File: src/rtl/store_buffer_if.sv
// Store-buffer port bundle: datapath store/load side, memory-port side and
// occupancy status. The buffer uses the slave view; the datapath (or a
// bench standing in for it) uses the master view.
interface store_buffer_if #(
    parameter int AW    = 32,
    parameter int DW    = 32,
    parameter int DEPTH = 4
);
    localparam int CW = $clog2(DEPTH) + 1;

    // store path
    logic          st_valid;
    logic [AW-1:0] st_addr;
    logic [DW-1:0] st_data;
    logic          st_ready;

    // load lookup
    logic          ld_valid;
    logic [AW-1:0] ld_addr;
    logic          ld_hit;
    logic [DW-1:0] ld_fwd_data;

    // data memory port
    logic          mem_we;
    logic [AW-1:0] mem_addr;
    logic [DW-1:0] mem_wdata;

    // occupancy
    logic [CW-1:0] count;
    logic          empty;
    logic          full;

    modport master (
        output st_valid, st_addr, st_data, ld_valid, ld_addr,
        input  st_ready, ld_hit, ld_fwd_data, mem_we, mem_addr, mem_wdata,
        input  count, empty, full
    );

    modport slave (
        input  st_valid, st_addr, st_data, ld_valid, ld_addr,
        output st_ready, ld_hit, ld_fwd_data, mem_we, mem_addr, mem_wdata,
        output count, empty, full
    );
endinterface

File: src/rtl/store_buffer.sv
// Posted-write store buffer. Stores enter a DEPTH-entry circular FIFO in one
// cycle and drain to data memory one per cycle whenever no load owns the
// memory port. Loads see the youngest pending store to the same address
// through a combinational forwarding path.
module store_buffer #(
    parameter int AW    = 32,
    parameter int DW    = 32,
    parameter int DEPTH = 4
) (
    input  logic clk,
    input  logic rst,
    store_buffer_if.slave sb
);
    localparam int PW = $clog2(DEPTH);
    localparam int CW = PW + 1;
    localparam logic [CW-1:0] FULL_CNT = CW'(DEPTH);

    // Entry storage is data only; validity is implied by head and count, so
    // it needs no reset and stale contents can never be forwarded.
    logic [AW-1:0] ent_addr [DEPTH];
    logic [DW-1:0] ent_data [DEPTH];

    logic [PW-1:0] head;
    logic [PW-1:0] tail;
    logic [CW-1:0] cnt;

    logic          is_empty;
    logic          is_full;
    logic          push;
    logic          pop;

    logic          fwd_hit;
    logic [DW-1:0] fwd_data;
    logic [PW-1:0] fwd_idx;

    // Full/empty come from the count, never from pointer equality.
    assign is_empty = (cnt == '0);
    assign is_full  = (cnt == FULL_CNT);

    // A full buffer refuses the store even if it pops this cycle.
    assign push = sb.st_valid && !is_full;
    assign pop  = !is_empty && !sb.ld_valid;

    // Pointer and occupancy state; reset discards all pending stores.
    always_ff @(posedge clk) begin
        if (rst) begin
            head <= '0;
            tail <= '0;
            cnt  <= '0;
        end else begin
            if (push) begin
                tail <= tail + 1'b1;
            end
            if (pop) begin
                head <= head + 1'b1;
            end
            case ({push, pop})
                2'b10:   cnt <= cnt + 1'b1;
                2'b01:   cnt <= cnt - 1'b1;
                default: cnt <= cnt;
            endcase
        end
    end

    // Capture the accepted store at the tail slot.
    always_ff @(posedge clk) begin
        if (push) begin
            ent_addr[tail] <= sb.st_addr;
            ent_data[tail] <= sb.st_data;
        end
    end

    // Walk valid entries oldest to youngest so the last match (youngest) wins.
    always_comb begin
        fwd_hit  = 1'b0;
        fwd_data = '0;
        fwd_idx  = '0;
        for (int k = 0; k < DEPTH; k++) begin
            fwd_idx = head + PW'(k);
            if ((CW'(k) < cnt) && (ent_addr[fwd_idx] == sb.ld_addr)) begin
                fwd_hit  = 1'b1;
                fwd_data = ent_data[fwd_idx];
            end
        end
    end

    // Memory port mux: a load owns the address bus; otherwise the head drains.
    always_comb begin
        sb.mem_we    = pop;
        sb.mem_addr  = '0;
        sb.mem_wdata = '0;
        if (sb.ld_valid) begin
            sb.mem_addr = sb.ld_addr;
            if (!is_empty) begin
                sb.mem_wdata = ent_data[head];
            end
        end else if (!is_empty) begin
            sb.mem_addr  = ent_addr[head];
            sb.mem_wdata = ent_data[head];
        end
    end

    assign sb.st_ready    = !is_full;
    assign sb.ld_hit      = fwd_hit;
    assign sb.ld_fwd_data = fwd_data;
    assign sb.count       = cnt;
    assign sb.empty       = is_empty;
    assign sb.full        = is_full;

endmodule

File: src/flat_wrapper.sv
// flat-port wrapper written by rule: the top's interface ports become plain ports
module store_buffer_flat 
#(
    parameter int AW    = 32,
    parameter int DW    = 32,
    parameter int DEPTH = 4
)
  (clk, rst, sb_st_valid, sb_st_addr, sb_st_data, sb_ld_valid, sb_ld_addr, sb_st_ready, sb_ld_hit, sb_ld_fwd_data, sb_mem_we, sb_mem_addr, sb_mem_wdata, sb_count, sb_empty, sb_full);
  store_buffer_if #(.AW(AW), .DW(DW), .DEPTH(DEPTH)) sb_i ();
  input  logic clk;
  input  logic rst;
  input wire logic [$bits(sb_i.st_valid)-1:0] sb_st_valid;
  input wire logic [$bits(sb_i.st_addr)-1:0] sb_st_addr;
  input wire logic [$bits(sb_i.st_data)-1:0] sb_st_data;
  input wire logic [$bits(sb_i.ld_valid)-1:0] sb_ld_valid;
  input wire logic [$bits(sb_i.ld_addr)-1:0] sb_ld_addr;
  output wire logic [$bits(sb_i.st_ready)-1:0] sb_st_ready;
  output wire logic [$bits(sb_i.ld_hit)-1:0] sb_ld_hit;
  output wire logic [$bits(sb_i.ld_fwd_data)-1:0] sb_ld_fwd_data;
  output wire logic [$bits(sb_i.mem_we)-1:0] sb_mem_we;
  output wire logic [$bits(sb_i.mem_addr)-1:0] sb_mem_addr;
  output wire logic [$bits(sb_i.mem_wdata)-1:0] sb_mem_wdata;
  output wire logic [$bits(sb_i.count)-1:0] sb_count;
  output wire logic [$bits(sb_i.empty)-1:0] sb_empty;
  output wire logic [$bits(sb_i.full)-1:0] sb_full;
  assign sb_i.st_valid = sb_st_valid;
  assign sb_i.st_addr = sb_st_addr;
  assign sb_i.st_data = sb_st_data;
  assign sb_i.ld_valid = sb_ld_valid;
  assign sb_i.ld_addr = sb_ld_addr;
  assign sb_st_ready = sb_i.st_ready;
  assign sb_ld_hit = sb_i.ld_hit;
  assign sb_ld_fwd_data = sb_i.ld_fwd_data;
  assign sb_mem_we = sb_i.mem_we;
  assign sb_mem_addr = sb_i.mem_addr;
  assign sb_mem_wdata = sb_i.mem_wdata;
  assign sb_count = sb_i.count;
  assign sb_empty = sb_i.empty;
  assign sb_full = sb_i.full;
  store_buffer #(.AW(AW), .DW(DW), .DEPTH(DEPTH)) u_core (.clk(clk), .rst(rst), .sb(sb_i));
endmodule
File: config.mk
export PLATFORM = sky130hd
export DESIGN_NAME = store_buffer_flat
export DESIGN_NICKNAME = d
export VERILOG_FILES = /design/src/rtl/store_buffer_if.sv /design/src/rtl/store_buffer.sv /design/src/flat_wrapper.sv
export SDC_FILE = /design/constraint.sdc
export NUM_CORES = 1
export LEC_CHECK = 0
export CAP_MARGIN = 20
export CORE_MARGIN = 5
export CORE_UTILIZATION = 35
export CTS_CLUSTER_DIAMETER = 80
export DETAILED_ROUTE_END_ITERATION = 6
export PLACE_DENSITY = 0.63
export REMOVE_ABC_BUFFERS = 1
export SYNTH_ARGS = -nofsm -noshare
export SYNTH_HDL_FRONTEND = slang
export SYNTH_SLANG_ARGS = --single-unit
File: constraint.sdc
create_clock -name clk -period 9.6 [get_ports clk]
set_input_delay 1.44 -clock clk [delete_from_list [all_inputs] [get_ports clk]]
set_output_delay 1.44 -clock clk [all_outputs]
set_load 0.1 [all_outputs]
After elaboration in Yosys (flattened, before gate mapping)
Memories as Yosys holds them, arrays and structs flattened. A register that Yosys moved wholly into a read port is not among the register bits.
Index checks and enable logic that the tools add are counted.
{"block": "word_totals", "regBits": 7, "latch_bits": 0, "ramBits": 256, "romBits": 0, "input_bits": 100, "output_inout_bits": 104, "word_cells": 51, "n_memories": 2}
{"name": "u_core.ent_addr", "depth": 4, "word_bits": 32, "rd": 4, "rd_ports_with_merged_regs": 1, "write_ports": 1, "line": "store_buffer.sv:20", "rtl": "logic [AW-1:0] ent_addr [DEPTH];"}
{"name": "u_core.ent_data", "depth": 4, "word_bits": 32, "rd": 4, "rd_ports_with_merged_regs": 1, "write_ports": 1, "line": "store_buffer.sv:21", "rtl": "logic [DW-1:0] ent_data [DEPTH];"}
{"block": "op_classes", "add_sub_neg": 6, "mul": 0, "div": 0, "order_cmp": 4, "n_eq_ne": 7, "shift": 0, "mux": 18, "bitwise_logic": 0, "reduce_logical": 11}
{"op": "$mux W32", "count": 7}
{"op": "$eq A32 B32 Y1", "count": 4}
{"op": "$mux W2", "count": 4}
{"op": "$logic_and A1 B1 Y1", "count": 6}
{"op": "$lt A1 B3 Y1 const A", "count": 2}
{"op": "$lt A2 B3 Y1 const A", "count": 2}
{"op": "$mux W1", "count": 6}
{"op": "$pmux W3 S2", "count": 1}
{"op": "$add A2 B1 Y2 const B", "count": 2}
{"op": "$add A2 B2 Y2 const B", "count": 2}
{"op": "$add A3 B1 Y3 const B", "count": 1}
{"op": "$eq A3 B3 Y1 const B", "count": 1}
{"op": "$logic_not A1 Y1", "count": 3}
{"op": "$logic_not A3 Y1", "count": 1}
{"op": "$sub A3 B1 Y3 const B", "count": 1}
{"op": "$eq A2 B1 Y1 const B", "count": 1}
{"op": "$eq A2 B2 Y1 const B", "count": 1}
{"op": "$reduce_bool A2 Y1", "count": 1}

Logic depth before layout (Yosys ltp)
An unclocked memory read counts as a cell.
{"block": "logic_depth", "depth_word": 7, "depth_mapped": 14, "mapped_depth_nobuf": 9}

Worst setup path after synthesis
OpenSTA, ideal clock, no wires.
{"block": "synth_timing", "kind": "input to output", "startpoint": "input sb_ld_addr[13]", "endpoint": "output sb_ld_fwd_data[2]", "t_arrival_ns": 5.880, "required_ns": 8.160, "path_slack_ns": 2.280, "stages": 10, "path_buffers": 3, "cell_sequence": "clkbuf_1 xor2_1 mux2i_1 or4_1 nor4_2 and2_1 buf_4 clkbuf_4 nand2_1 a311oi_1"}
{"block": "synth_via", "elab_chain_len": 6, "word_cells_on_any_way": 12, "classes_between": "eq/ne: 4; mux: 4; reduce/logical: 4"}
{"item": "start: declaration", "line": "flat_wrapper.sv:16", "rtl": "input wire logic [$bits(sb_i.ld_addr)-1:0] sb_ld_addr;"}
{"item": "$eq A32 B32 Y1", "line": "store_buffer.sv:80", "rtl": "if ((CW'(k) < cnt) && (ent_addr[fwd_idx] == sb.ld_addr)) begin"}
{"item": "$logic_and A1 B1 Y1", "line": "store_buffer.sv:80"}
{"item": "$mux W32 (3 in series)", "line": "store_buffer.sv:80"}
{"item": "$mux W32 (*)", "line": "store_buffer.sv:80"}
{"item": "end: declaration", "line": "flat_wrapper.sv:19", "rtl": "output wire logic [$bits(sb_i.ld_fwd_data)-1:0] sb_ld_fwd_data;"}
Mark *: on every way between the ends. The rest lies on a longest branch, timed or not.

Worst setup path in the final report
{"block": "layout_timing", "startpoint": "register u_core.head[1]", "endpoint": "output sb_ld_fwd_data[7]"}
{"block": "layout_via", "elab_chain_len": 7, "word_cells_on_any_way": 14, "classes_between": "add/sub: 3; eq/ne: 3; mux: 3; reduce/logical: 3; memory: 2"}
{"item": "start: declaration", "line": "store_buffer.sv:23", "rtl": "logic [PW-1:0] head;"}
{"item": "start signal: assignment", "line": "store_buffer.sv:55", "rtl": "head <= head + 1'b1;"}
{"item": "$add A2 B1 Y2", "line": "store_buffer.sv:79", "rtl": "fwd_idx = head + PW'(k);"}
{"item": "$mem_v2 Z4 W32"}
{"item": "$eq A32 B32 Y1", "line": "store_buffer.sv:80"}
{"item": "$logic_and A1 B1 Y1", "line": "store_buffer.sv:80"}
{"item": "$mux W32 (2 in series)", "line": "store_buffer.sv:80"}
{"item": "$mux W32 (*)", "line": "store_buffer.sv:80"}
Marks and branches as above.

==> impl_results.md <==
* RSZ-0062 raised after global routing: no
* TritonRoute pass-1 iters at 6
* Post-synthesis compound-gate area fraction at 0.0643
* DRT antenna net count at 0
* Final setup margin at 1.75 ns
* Hold wc startpoint: u_core.tail[0]
* CTS resizes at 0
* Post-synthesis mux area share at 0.320
* Critical path class: reg -> out
* Dpl hpwl at 35800 µm
* Clock tree buffer depth at 3
* Post-route clock skew at 0.0126 ns
* Final Cycle Share at 0.818
* Fillers at 4565
* Cell Rows at 82
* Setup violators final at 0
* Fmax at 127 MHz
* Number of synthesized flops with an enable pin at 256
* Overall Power at 5.71 mW
* CP required at 8.16 ns
* Finished Cell Area at 21400 µm²
* Fin util at 0.426
* Tightest Pin Transition at 1.13 ns
* Ports at 204
* Max-slew headroom at 0.241
* Hold crit path type: reg -> reg
* LEAKAGE at 6.32 nW
* Mapped Area at 17900 µm²
* Area after DPL at 20300 µm²
* First-pass GRT wire length at 79600 µm
* Most frequent cells in the layout: edfxtp_1 (256), mux4_2 (208), clkdlybuf4s50_1 (203)
* Clock sink total at 265
* Unique masters post-synth at 59
* Routed len/inst at 25.6 µm
* Die height at 236 µm
* Min-Delay Path Depth at 2
* Cell repeated most along the worst path: buf_4
* FF-to-FF End: u_core.head[1]
* Slowest Stage Delay on Critical Path at 1.22 ns
* Setup Buffers After CTS at 0
* Initial antenna violation count at 3
* Setup crit start kind: flip-flop
* VDD IR max at 0.184 mV
* Starting density of the core at 0.355
* Register area at 7880 µm²
* Initial DRC count at 1054
* Async set-reset flop share out of synthesis at 0
* Num CTS Buffers at 34
* Share of cells above drive strength 1 at 0.247
* Multi-input gate area at 9370 µm²
* Die ar. at 55700 µm²
* Layout area overhead at 19.9%
* Xor/xnor share of the synthesized area at 0.0563
* Worst-Skew Late Latency at 0.52 ns
* Worst Hold Path EP: u_core.tail[0]
* CTS tree: yes
* Global route overflow at 0
* Endpoint type of the worst setup path: output pin
* Slew Viols, Final at 0
* Number of nets in the layout at 1463
* Reg2Reg Depth at 6
* Largest net degree at the start of global routing at 73
* Yosys Warn Count at 0
* Post-synthesis simple-gate area fraction at 0.0747
* Hold Slack at 0.587 ns
* Via count at 12200
* Cell-by-cell trace of the critical path: buf_4, buf_4, mux2i_1, xor2_1, nand4_1, nor4_2, and2_2, nand2_1, a311oi_1, clkdlybuf4s50_1
* Number of global-route vias before repair at 12400
* Core box area at 50400 µm²
* Worst R2R Start: u_core.head[0]
* Fin crit period at 7.85 ns
* Crit Path Max Fanout at 64
* DR vias/cell at 5.94
* Final GP Congestion at 0.919
* CP max-delay cell: clkdlybuf4s50_1
* Pwr dens at 266 nW/µm²
* Synth Area in Adders at 0.00630
* Placement Setup Slack at 1.86 ns
* Crit path DAT at 6.41 ns
* Die extent in x at 236 µm
* Commonest non-fill, non-tap cell in the layout: edfxtp_1
* # hold bufs at CTS at 0
* Gr usage total at 0.184
* Avg Inst Size Synth at 14.7 µm²
* Post-synthesis sequential area ratio at 0.440
* Max-cap violations at 0
* H-tree depth at 2
* Commonest register cell after synthesis: edfxtp_1
* Number of synthesized register bits at 265
* CTS root buf: clkbuf_16
* Flop2flop setup slack at 6.62 ns
* Largest family of logic cells by synthesized area: multiplexers
* Count of mapped cells out of synthesis at 1215
* CTS clk-pin slew, worst paths at 0.05 ns
* Outcome: completed
* Fin. Hold Viols at 0
* Number of port buffers at 203
* Routed wire length at 52400 µm
* DRC at 0
-- through the flow --
step | TNS, ns | instances
2_1_floorplan | -129.39 | 1092
4_1_cts | 0 | 2048
3_5_place_dp | 0 | 1988
3_3_place_gp | 0 | 1988
6_report | 0 | 2051
5_1_grt | 0 | 2050
-- power by group --
group	switching [mW]	internal [mW]	leakage (nW)
clock	0.475	0.732	0.513
combinational	1.85	1.10	3.38
sequential	0.169	1.38	2.43
-- area by class of cell --
type,count,share of cell area
timing repair buffer,226,0.105
clock buffer,45,0.0431
sequential,265,0.368
clock inverter,15,0.00654
tap,672,0.0392
inverter,12,0.00210
multi-input combinational,815,0.437
antenna,1,0.000117
-- state kept, by name, indices dropped and copies added (netlist names), named ones only --
signal / count
u_core.ent_addr: 128
u_core.ent_data: 128
u_core.head: 2
u_core.sb.count: 3
u_core.tail: 2
-- worst max-delay path, delay by kind of cell, from the launching register on --
| kind | cells | cell delay (ns) |
|---|---|---|
| AOI/OAI and AO/OA | 1 | 0.46 |
| xor gates and xnor gates | 1 | 0.19 |
| buffers and inverters | 3 | 2.26 |
| DFF | 1 | 0.96 |
| muxes | 1 | 0.27 |
| and+or+nand+nor | 4 | 1.65 |
-- how the worst max path moves through the flow --
stage | startpoint | cells after the start | slack (ns) | to
finish | u_core.head[1] | 10 | 1.75 | sb_ld_fwd_data[7]
global placement | sb_ld_addr[5] | 9 | 1.90 | sb_ld_fwd_data[7]
CTS | u_core.head[1] | 11 | 1.72 | sb_ld_fwd_data[7]
global route | u_core.head[1] | 10 | 1.40 | sb_ld_fwd_data[7]
detailed placement | sb_ld_addr[5] | 9 | 1.86 | sb_ld_fwd_data[7]
floorplan | u_core.head[0] | 8 | -4.64 | sb_ld_fwd_data[0]
-- layer usage --
layer  global-route usage  share of wire
met1                0.243           0.40
met3               0.0345          0.074
met4               0.0639          0.033
met5                    0        0.00050
met2                0.307           0.49
-- Yosys cell counts, types with 3 or more instances --
cell         n  share of area
dfxtp_1      9          0.010
and3_1       5         0.0017
nand3_1      7         0.0020
a22o_1      31          0.015
and2_1      35          0.012
ha_1         9         0.0063
o21ai_0      4         0.0011
nand4_1     17         0.0059
inv_1       12         0.0025
edfxtp_1   256           0.43
buf_4        8         0.0034
xnor2_1     78          0.038
a311oi_2    22          0.018
nor4_1       6         0.0021
clkbuf_1    63          0.013
xor2_1      37          0.018
a2bb2oi_1    3         0.0015
buf_2       21         0.0059
a222oi_1     3         0.0017
nor3_1       3        0.00084
mux4_2     208           0.26
a221oi_1     3         0.0015
nor2b_1      3         0.0010
o22ai_1      5         0.0017
a311oi_1    11         0.0054
nand2_1     81          0.017
a211oi_1     3         0.0013
nor3b_1     32          0.013
buf_1       16         0.0034
buf_6       10         0.0063
nand2b_1     5         0.0017
nor2_1      57          0.012
mux2i_1     78          0.044
a22oi_1      8         0.0034
mux2_2      21          0.013
nor4_2       3         0.0021
a2111oi_0    3         0.0015
a21oi_1     10         0.0028
-- logic make-up (layout without fill, tap and decap cells) --
logic type      count (synthesis)  in the layout
other cells                     0              1
xor+xnor                      115            115
flops                         265            265
compound gates                123            123
fa+ha+maj                       9              9
buf+inv                       135            298
simple gates                  260            260
mux                           308            308
Note: power is estimated with default switching activity, not from simulation.
